<file path="src/rtl/z80_bus_pkg.sv">
// Shared types for the Z80 DMA bus arbiter.
// Holds the FSM encoding, the idle strobe pattern and a width helper.
package z80_bus_pkg;

    typedef enum logic [2:0] {
        IDLE,
        WAITAK,
        SETUP,
        STROBE,
        DONE,
        RELEASE
    } state_t;

    // {mreq_n, rd_n, wr_n} with nothing asserted
    localparam logic [2:0] STROBE_IDLE = 3'b111;

    function automatic int idx_w(input int n);
        return (n > 1) ? $clog2(n) : 1;
    endfunction

endpackage

</file>
<file path="src/rtl/z80_dma_bus_arbiter_rr_pick.sv">
// Round-robin picker: first set request at or after ptr, wrapping.
// Purely combinational; the arbiter shares one instance between grant paths.
module rr_pick
    import z80_bus_pkg::*;
#(
    parameter int NREQ = 2,
    localparam int PW = idx_w(NREQ)
) (
    input  logic [NREQ-1:0] req,
    input  logic [PW-1:0]   ptr,
    output logic [NREQ-1:0] gnt,
    output logic [PW-1:0]   idx,
    output logic            vld
);

    logic [NREQ-1:0] rot;
    int              s;

    always_comb begin
        rot = NREQ'({req, req} >> ptr);
        gnt = '0;
        idx = '0;
        vld = 1'b0;
        s   = 0;
        for (int i = 0; i < NREQ; i++) begin
            if (!vld && rot[i]) begin
                vld = 1'b1;
                s   = int'(ptr) + i;
                if (s >= NREQ) s = s - NREQ;
                idx = PW'(s);
            end
        end
        if (vld) gnt = NREQ'(1) << idx;
    end

endmodule

</file>
<file path="src/rtl/z80_dma_bus_arbiter.sv">
// Borrows the Z80 bus via busrq_n/busak_n and runs single-byte
// transfers for NREQ requesters in round-robin order.
module z80_dma_bus_arbiter
    import z80_bus_pkg::*;
#(
    parameter int NREQ      = 2,
    parameter int ACC_CYC   = 3,
    parameter int MAX_BURST = 4
) (
    input  logic               clk,
    input  logic               reset_n,
    input  logic [NREQ-1:0]    req,
    input  logic [NREQ-1:0]    req_we,
    input  logic [NREQ*16-1:0] req_addr,
    input  logic [NREQ*8-1:0]  req_wdata,
    output logic [NREQ-1:0]    ack,
    output logic [7:0]         rdata,
    output logic               busrq_n,
    input  logic               busak_n,
    output logic               bus_own,
    output logic [15:0]        A,
    output logic [7:0]         dout,
    input  logic [7:0]         di,
    output logic               mreq_n,
    output logic               rd_n,
    output logic               wr_n
);

    localparam int PW = idx_w(NREQ);
    localparam int CW = idx_w(ACC_CYC);
    localparam int BW = idx_w(MAX_BURST);
    localparam logic [CW-1:0] ACC_LAST = CW'(ACC_CYC - 1);

    state_t          state;
    logic [PW-1:0]   ptr;
    logic [PW-1:0]   sel;
    logic [PW-1:0]   nxt_ptr;
    logic [PW-1:0]   pick_ptr;
    logic [PW-1:0]   pick_idx;
    logic [NREQ-1:0] sel_oh;
    logic [NREQ-1:0] pick_req;
    logic [NREQ-1:0] pick_gnt;
    logic            pick_vld;
    logic            more;
    logic [CW-1:0]   acc_cnt;
    logic [BW-1:0]   burst_cnt;
    logic [15:0]     pick_addr;
    logic [7:0]      pick_wdata;

    assign sel_oh  = NREQ'(1) << sel;
    assign nxt_ptr = (int'(sel) == NREQ - 1) ? '0 : sel + 1'b1;
    assign more    = (int'(burst_cnt) + 1) < MAX_BURST;

    // After a transfer the just-served requester is masked and the
    // search restarts behind it, so it yields to everyone else.
    assign pick_req = (state == DONE) ? (req & ~sel_oh) : req;
    assign pick_ptr = (state == DONE) ? nxt_ptr : ptr;

    rr_pick #(.NREQ(NREQ)) u_pick (
        .req (pick_req),
        .ptr (pick_ptr),
        .gnt (pick_gnt),
        .idx (pick_idx),
        .vld (pick_vld)
    );

    always_comb begin
        pick_addr  = '0;
        pick_wdata = '0;
        for (int i = 0; i < NREQ; i++) begin
            if (pick_gnt[i]) begin
                pick_addr  = pick_addr | req_addr[16*i +: 16];
                pick_wdata = pick_wdata | req_wdata[8*i +: 8];
            end
        end
    end

    always_ff @(posedge clk) begin
        if (!reset_n) begin
            state                <= IDLE;
            ptr                  <= '0;
            sel                  <= '0;
            acc_cnt              <= '0;
            burst_cnt            <= '0;
            ack                  <= '0;
            rdata                <= '0;
            busrq_n              <= 1'b1;
            bus_own              <= 1'b0;
            A                    <= '0;
            dout                 <= '0;
            {mreq_n, rd_n, wr_n} <= STROBE_IDLE;
        end else begin
            ack <= '0;
            // CPU took the bus back while we held it: drop everything
            if (bus_own && busak_n) begin
                {mreq_n, rd_n, wr_n} <= STROBE_IDLE;
                bus_own              <= 1'b0;
                busrq_n              <= 1'b1;
                burst_cnt            <= '0;
                state                <= IDLE;
            end else begin
                unique case (state)
                    IDLE: begin
                        if (|req) begin
                            busrq_n <= 1'b0;
                            state   <= WAITAK;
                        end
                    end
                    WAITAK: begin
                        if (!busak_n) begin
                            if (pick_vld) begin
                                sel     <= pick_idx;
                                A       <= pick_addr;
                                dout    <= pick_wdata;
                                bus_own <= 1'b1;
                                state   <= SETUP;
                            end else begin
                                busrq_n <= 1'b1;
                                state   <= RELEASE;
                            end
                        end
                    end
                    SETUP: begin
                        mreq_n  <= 1'b0;
                        rd_n    <= req_we[sel];
                        wr_n    <= ~req_we[sel];
                        acc_cnt <= '0;
                        state   <= STROBE;
                    end
                    STROBE: begin
                        if (acc_cnt == ACC_LAST) begin
                            if (!rd_n) rdata <= di;
                            {mreq_n, rd_n, wr_n} <= STROBE_IDLE;
                            ack   <= sel_oh;
                            state <= DONE;
                        end else begin
                            acc_cnt <= acc_cnt + 1'b1;
                        end
                    end
                    DONE: begin
                        ptr <= nxt_ptr;
                        if (pick_vld && more) begin
                            burst_cnt <= burst_cnt + 1'b1;
                            sel       <= pick_idx;
                            A         <= pick_addr;
                            dout      <= pick_wdata;
                            state     <= SETUP;
                        end else begin
                            bus_own   <= 1'b0;
                            busrq_n   <= 1'b1;
                            burst_cnt <= '0;
                            state     <= RELEASE;
                        end
                    end
                    RELEASE: begin
                        if (busak_n) state <= IDLE;
                    end
                    default: state <= IDLE;
                endcase
            end
        end
    end

endmodule

</file>
<file path="config.mk">
export PLATFORM = sky130hd
export DESIGN_NAME = z80_dma_bus_arbiter
export DESIGN_NICKNAME = d
export VERILOG_FILES = /design/src/rtl/z80_bus_pkg.sv /design/src/rtl/z80_dma_bus_arbiter_rr_pick.sv /design/src/rtl/z80_dma_bus_arbiter.sv
export SDC_FILE = /design/constraint.sdc
export NUM_CORES = 1
export LEC_CHECK = 0
export BUFFER_PORTS_ARGS = -buffer_cell sky130_fd_sc_hd__buf_2
export CORE_AREA = 2 2 96 98
export CTS_BUF_LIST = sky130_fd_sc_hd__clkbuf_4 sky130_fd_sc_hd__clkbuf_8 sky130_fd_sc_hd__clkbuf_16
export DETAILED_ROUTE_END_ITERATION = 12
export DIE_AREA = 0 0 98 100
export GPL_ROUTABILITY_DRIVEN = 0
export PLACE_DENSITY = 0.61
export SLEW_MARGIN = 20
export SYNTH_ARGS = -nofsm -noshare
export SYNTH_HDL_FRONTEND = slang
export SYNTH_SLANG_ARGS = --single-unit
</file>
<file path="constraint.sdc">
create_clock -name clk -period 3.65 [get_ports clk]
set_input_delay 0.365 -clock clk [delete_from_list [all_inputs] [get_ports clk]]
set_output_delay 0.365 -clock clk [all_outputs]
set_load 0.005 [all_outputs]
</file>
[Yosys cells after proc, flatten, opt, wreduce, memory -nomap -nowiden]
Cells that the tools add are included.
Word-level totals
  bits in registers: 48
  bits of input ports: 63
  output and inout port bits: 39
  logic and storage cells: 122
Cells by class
  add/subtract/negate cells: 7
  $lt $le $gt $ge: 4
  eq/ne operators: 15
  shift-type cells: 3
  mux-type cells: 51
  bitwise gates (word level): 10
  reduce and logical (&&, ||, !) cells: 18
Operator list (count)
  $mux 16: 5
  $mux 8: 5
  $pmux 16 s2: 1
  $mux 1: 21
  $mux 3: 6
  $pmux 3 s6: 1
  $ne 2x2->1 const B: 8
  $or 16x16->16: 1
  $pmux 8 s2: 1
  $reduce_and 4->1: 3
  $pmux 1 s2: 5
  $reduce_and 5->1: 2
  $mux 2: 4
  $or 8x8->8: 1
  $eq 3x2->1 const B: 2
  $eq 3x3->1 const B: 2
  $not 1->1: 6
  $add 2x1->2 const B: 2
  $pmux 2 s2: 1
  $reduce_bool 2->1: 2
  $reduce_or 2->1: 2
  $reduce_or 4->1: 1
  $shl 1x1->2 const A: 2
  $shr 4x1->2: 1
  other kinds (20): 23

[Depth between registers and ports, before layout]
  depth after elaboration: 17
  gate-level depth with buffers: 8
  gate-level depth less buffers: 6

[Modules after synthesis]
A second synthesis with hierarchy kept.
Unflattened totals
  cell total of the unflattened synthesis: 250
  area, all modules: 2314.7 µm²
By module, submodules not included
  z80_dma_bus_arbiter: instances 1, cells each 245, area each 2282.2 µm²
  rr_pick: instances 1, cells each 5, area each 32.5 µm²

[Worst setup path before layout]
Ideal clock, no wire load.
  path kind: in2reg
  start point: in busak_n
  end point: reg A[10]
  setup time: 0.146 ns
  data arrival time: 1.719 ns
  required time: 3.504 ns
  path slack: 1.785 ns
  stages on the path: 8
  path buffers: 4
  path through: buf_2 > and2_1 > buf_2 > o22ai_2 > and3_1 > buf_2 > buf_2 > a211oi_2
Between the ends
  longest elaborated chain between the ends: 3
Ends and longest elaborated chain
  start: declaration: RTL line z80_dma_bus_arbiter.sv:19  | input logic busak_n,
  branches (longest 2 deep; another with $ne 2x2->1)
  $reduce_and 5->1 (no source line) (*)
  end signal: assignment: RTL line z80_dma_bus_arbiter.sv:113  | A <= pick_addr;
  end signal: assignment: RTL line z80_dma_bus_arbiter.sv:145  | A <= pick_addr;
  end: declaration: RTL line z80_dma_bus_arbiter.sv:21  | output logic [15:0] A,
Mark *: on every way between the ends.
A chain may end at the register's enable or synchronous reset.

[Worst setup path after layout]
  start point: reg state[2]
  end point: reg A[4]
Between the ends
  longest elaborated chain between the ends: 15
Ends and longest elaborated chain
  start: declaration: RTL line z80_dma_bus_arbiter.sv:34  | state_t state;
  start signal: assignment: RTL line z80_dma_bus_arbiter.sv:80  | state <= IDLE;
  start signal: assignment: RTL line z80_dma_bus_arbiter.sv:100  | state <= IDLE;
  start signal: assignment: RTL line z80_dma_bus_arbiter.sv:106  | state <= WAITAK;
  branches (longest 15 deep; another with $add 1x1->2)
Parallel ways; which one is timed is not known. The select of a mux whose other input is x is not followed.

==> out/metrics.yaml <==
antenna_found_initial: 0
regArea_um2: 960.9
fin_tns_setup_ns: 0
yosys_warnings: 0
io_pins: 102
io_buffers: 101
worst_pin_slew_ns: 0.7232
maxSlewHeadroom: 0.5172
maxCapViolCount: 0
numClockSinks: 48
power.density_nw_per_um2: 594.8
syn_nets: 325
synth_top_area_frac: 0.3767
setup_slack_ns: 1.186
clkTransAtPathRegs_ns: 0.10
synth_top_area_cell: "dfxtp_1"
num_rows: 35
fillers: 914
rsz0062_at_grt: "no"
syn_to_final_growth_pct: 27.17
viasPerCell: 5.224
die_w_um: 98
crit_family: "compound AO/OA/AOI/OAI gates"
ys_seq_elements: 48
ant_nets: 0
die_h_um: 100
status: "finished clean"
root_buffer: "clkbuf_8"
path_max_fanout: 17
postCtsResizedCells: 0
synthArstFlopShare: 0
arrival_ns: 2.69
grt_pass1_wl_mm: 11.03
hold_violations: 0
groute.usage.overall: 0.1358
drive_gt1_frac: 0.4842
p_comb_frac: 0.398
fmax_mhz: 405.8
syn_area_per_cell_um2: 9.812
swShare: 0.3722
synth_most_common_cell: "dfxtp_1"
highest_layer: "met4"
n_antenna_cell: 0
period_minus_slack_ns: 2.464
grt_pass1_vias: 2227
syn_inst: 260
dp_hpwl_mm: 4.597
finalCritPeriodShare: 0.6751
drt_first_pass_iters: 4
cts_buffer_depth: 2
hold_slack_ns: 0.2877
critPathSlowestCell: "dfxtp_1"
vias: 2403
drt_wl_total_mm: 6.718
internal_power_mw: 1.211
clk_latency_ns: 0.31
gr-total-overflow: 0
crit_chain: "nor3b_2 > o311a_1 > buf_4 > a22oi_1 > a211oi_1"
skew_ns: 0.01285
cts_buffers: 5
p_switching_uw: 718.3
wl_per_cell_um: 14.60
power_frac_seq: 0.388
wl_met1_mm: 3.067
die_area_um2: 9800
syn_area_um2: 2551
final_nets: 413
route.detailed.drc: 0
tritoncts: "done"
synth.top_cells.by_count: "48 x dfxtp_1, 24 x a31oi_1, 20 x a211oi_2, 20 x a22oi_2, 16 x nor2_1"
start_util: 0.2870
hp-class: "input port to register"
setup_viol: 0
dr.first_iter.drc_count: 122
crit_buf_inv: 1
worst-setup-path-type: "register to register"
multi_input_area_um2: 1443
wl_met2_mm: 3.110
leakage_nw: 1.337
synth-edff-count: 0
cp-end-kind: "register"
yosysUniqueCellTypes: 54
critPathMaxStageDelay_ns: 0.62
required_ns: 3.87
postCtsSetupRepairBufs: 0
seq_area_frac_synth: 0.3767
dp_slack_ns: 1.224
slew_violations: 0
ctsHtreeMaxLevel: 2
ctsHoldBuffers: 0
p_clk_frac: 0.215
core_area_um2: 8890
crit_path_start_kind: "register"
synthTopCellsByArea: "dfxtp_1 38%, a211oi_2 9.8%, a22oi_2 9.8%"
grt_start_max_net_pins: 38
met3WireLength_um: 418
vdd_drop_max_mv: 0.1847
synth_ff_type: "dfxtp_1"
flip-flops by register name, indices dropped and copies added, names as in the netlist, 2 cells and up:
register   cells
A             16
dout           8
rdata          8
state          3
acc_cnt        2
ack            2
burst_cnt      2
layout by cell type (no fill, tap or decap), types with 2 or more instances in the layout:
cell type,synthesis,routed
nor2b_1,3,3
dfxtp_1,48,48
buf_4,0,7
buf_2,11,101
ha_1,2,2
a22oi_1,5,4
o22ai_1,3,3
clkbuf_8,0,6
a211oi_2,20,20
a31oi_1,24,24
and3_1,2,2
a211oi_1,4,4
nor3_1,6,6
o221a_2,2,2
a21oi_1,10,10
inv_1,5,5
nor2_1,16,16
o21ai_0,7,7
nand2_1,11,11
a22oi_2,20,21
nand4_1,2,2
nand2b_1,2,2
mux2i_1,10,10
and2_1,2,2
tightest hold or removal path: cells and delay by family:
| kind | cells | cell delay (ns) |
|---|---|---|
| muxes | 1 | 0.05 |
| and+or+nand+nor | 1 | 0.07 |
| buffers and inverters | 1 | 0.08 |
through the flow:
step / util / cells / power [mW] / instance area (µm²)
after floorplan: - / 260 / 1.289 / 2551
final: 0.3650 / 460 / 1.930 / 3244
after global routing: 0.3650 / 460 / 2.071 / 3244
after CTS: 0.3650 / 460 / 1.952 / 3244
after global placement: 0.3513 / 452 / 1.516 / 3123
after detailed placement: 0.3513 / 452 / 1.530 / 3123
logic make-up (layout without fill, tap and decap cells):
kind of cell,Yosys count,after routing,synth area share
xor+xnor,1,1,0.003434
simple gates,55,55,0.1162
fa+ha+maj,2,2,0.009807
flops,48,48,0.3767
buf+inv,33,122,0.05983
compound gates,110,110,0.3904
mux,11,11,0.04365
final cells by class:
type	count	area share
Tap cell	111	0.04281
Clock buffer	6	0.02545
Sequential cell	48	0.2962
Timing Repair Buffer	108	0.1720
Multi-Input combinational cell	179	0.4447
Clock inverter	2	0.01196
Inverter	6	0.006942
layer usage:
metal / vias up / global-route usage
met1: 1128 / 0.1760
met5: - / 0
met4: 0 / 0.04060
met3: 9 / 0.03273
met2: 85 / 0.2255
li1: 1181 / -
worst paths after layout:
path | depth (start not counted) | slack (ns) | endpoint | start
worst min-delay path | 3 | 0.29 | rdata[6] | di[6]
worst max register to register | 5 | 1.19 | A[4] | state[2]
worst max-delay path | 5 | 1.19 | A[4] | state[2]
worst min register to register | 2 | 0.47 | burst_cnt[1] | burst_cnt[1]
power by group through the flow:
| stage | Clock [mW] | Sequential [mW] | Combinational, mW |
|---|---|---|---|
| after global placement | 0 | 0.754 | 0.762 |
| after floorplan | 0 | 0.722 | 0.567 |
| after detailed placement | 0 | 0.759 | 0.771 |
| after global routing | 0.453 | 0.766 | 0.852 |
| final | 0.414 | 0.748 | 0.767 |
| after CTS | 0.432 | 0.747 | 0.773 |
No activity file was read; power rests on OpenSTA's default activity.
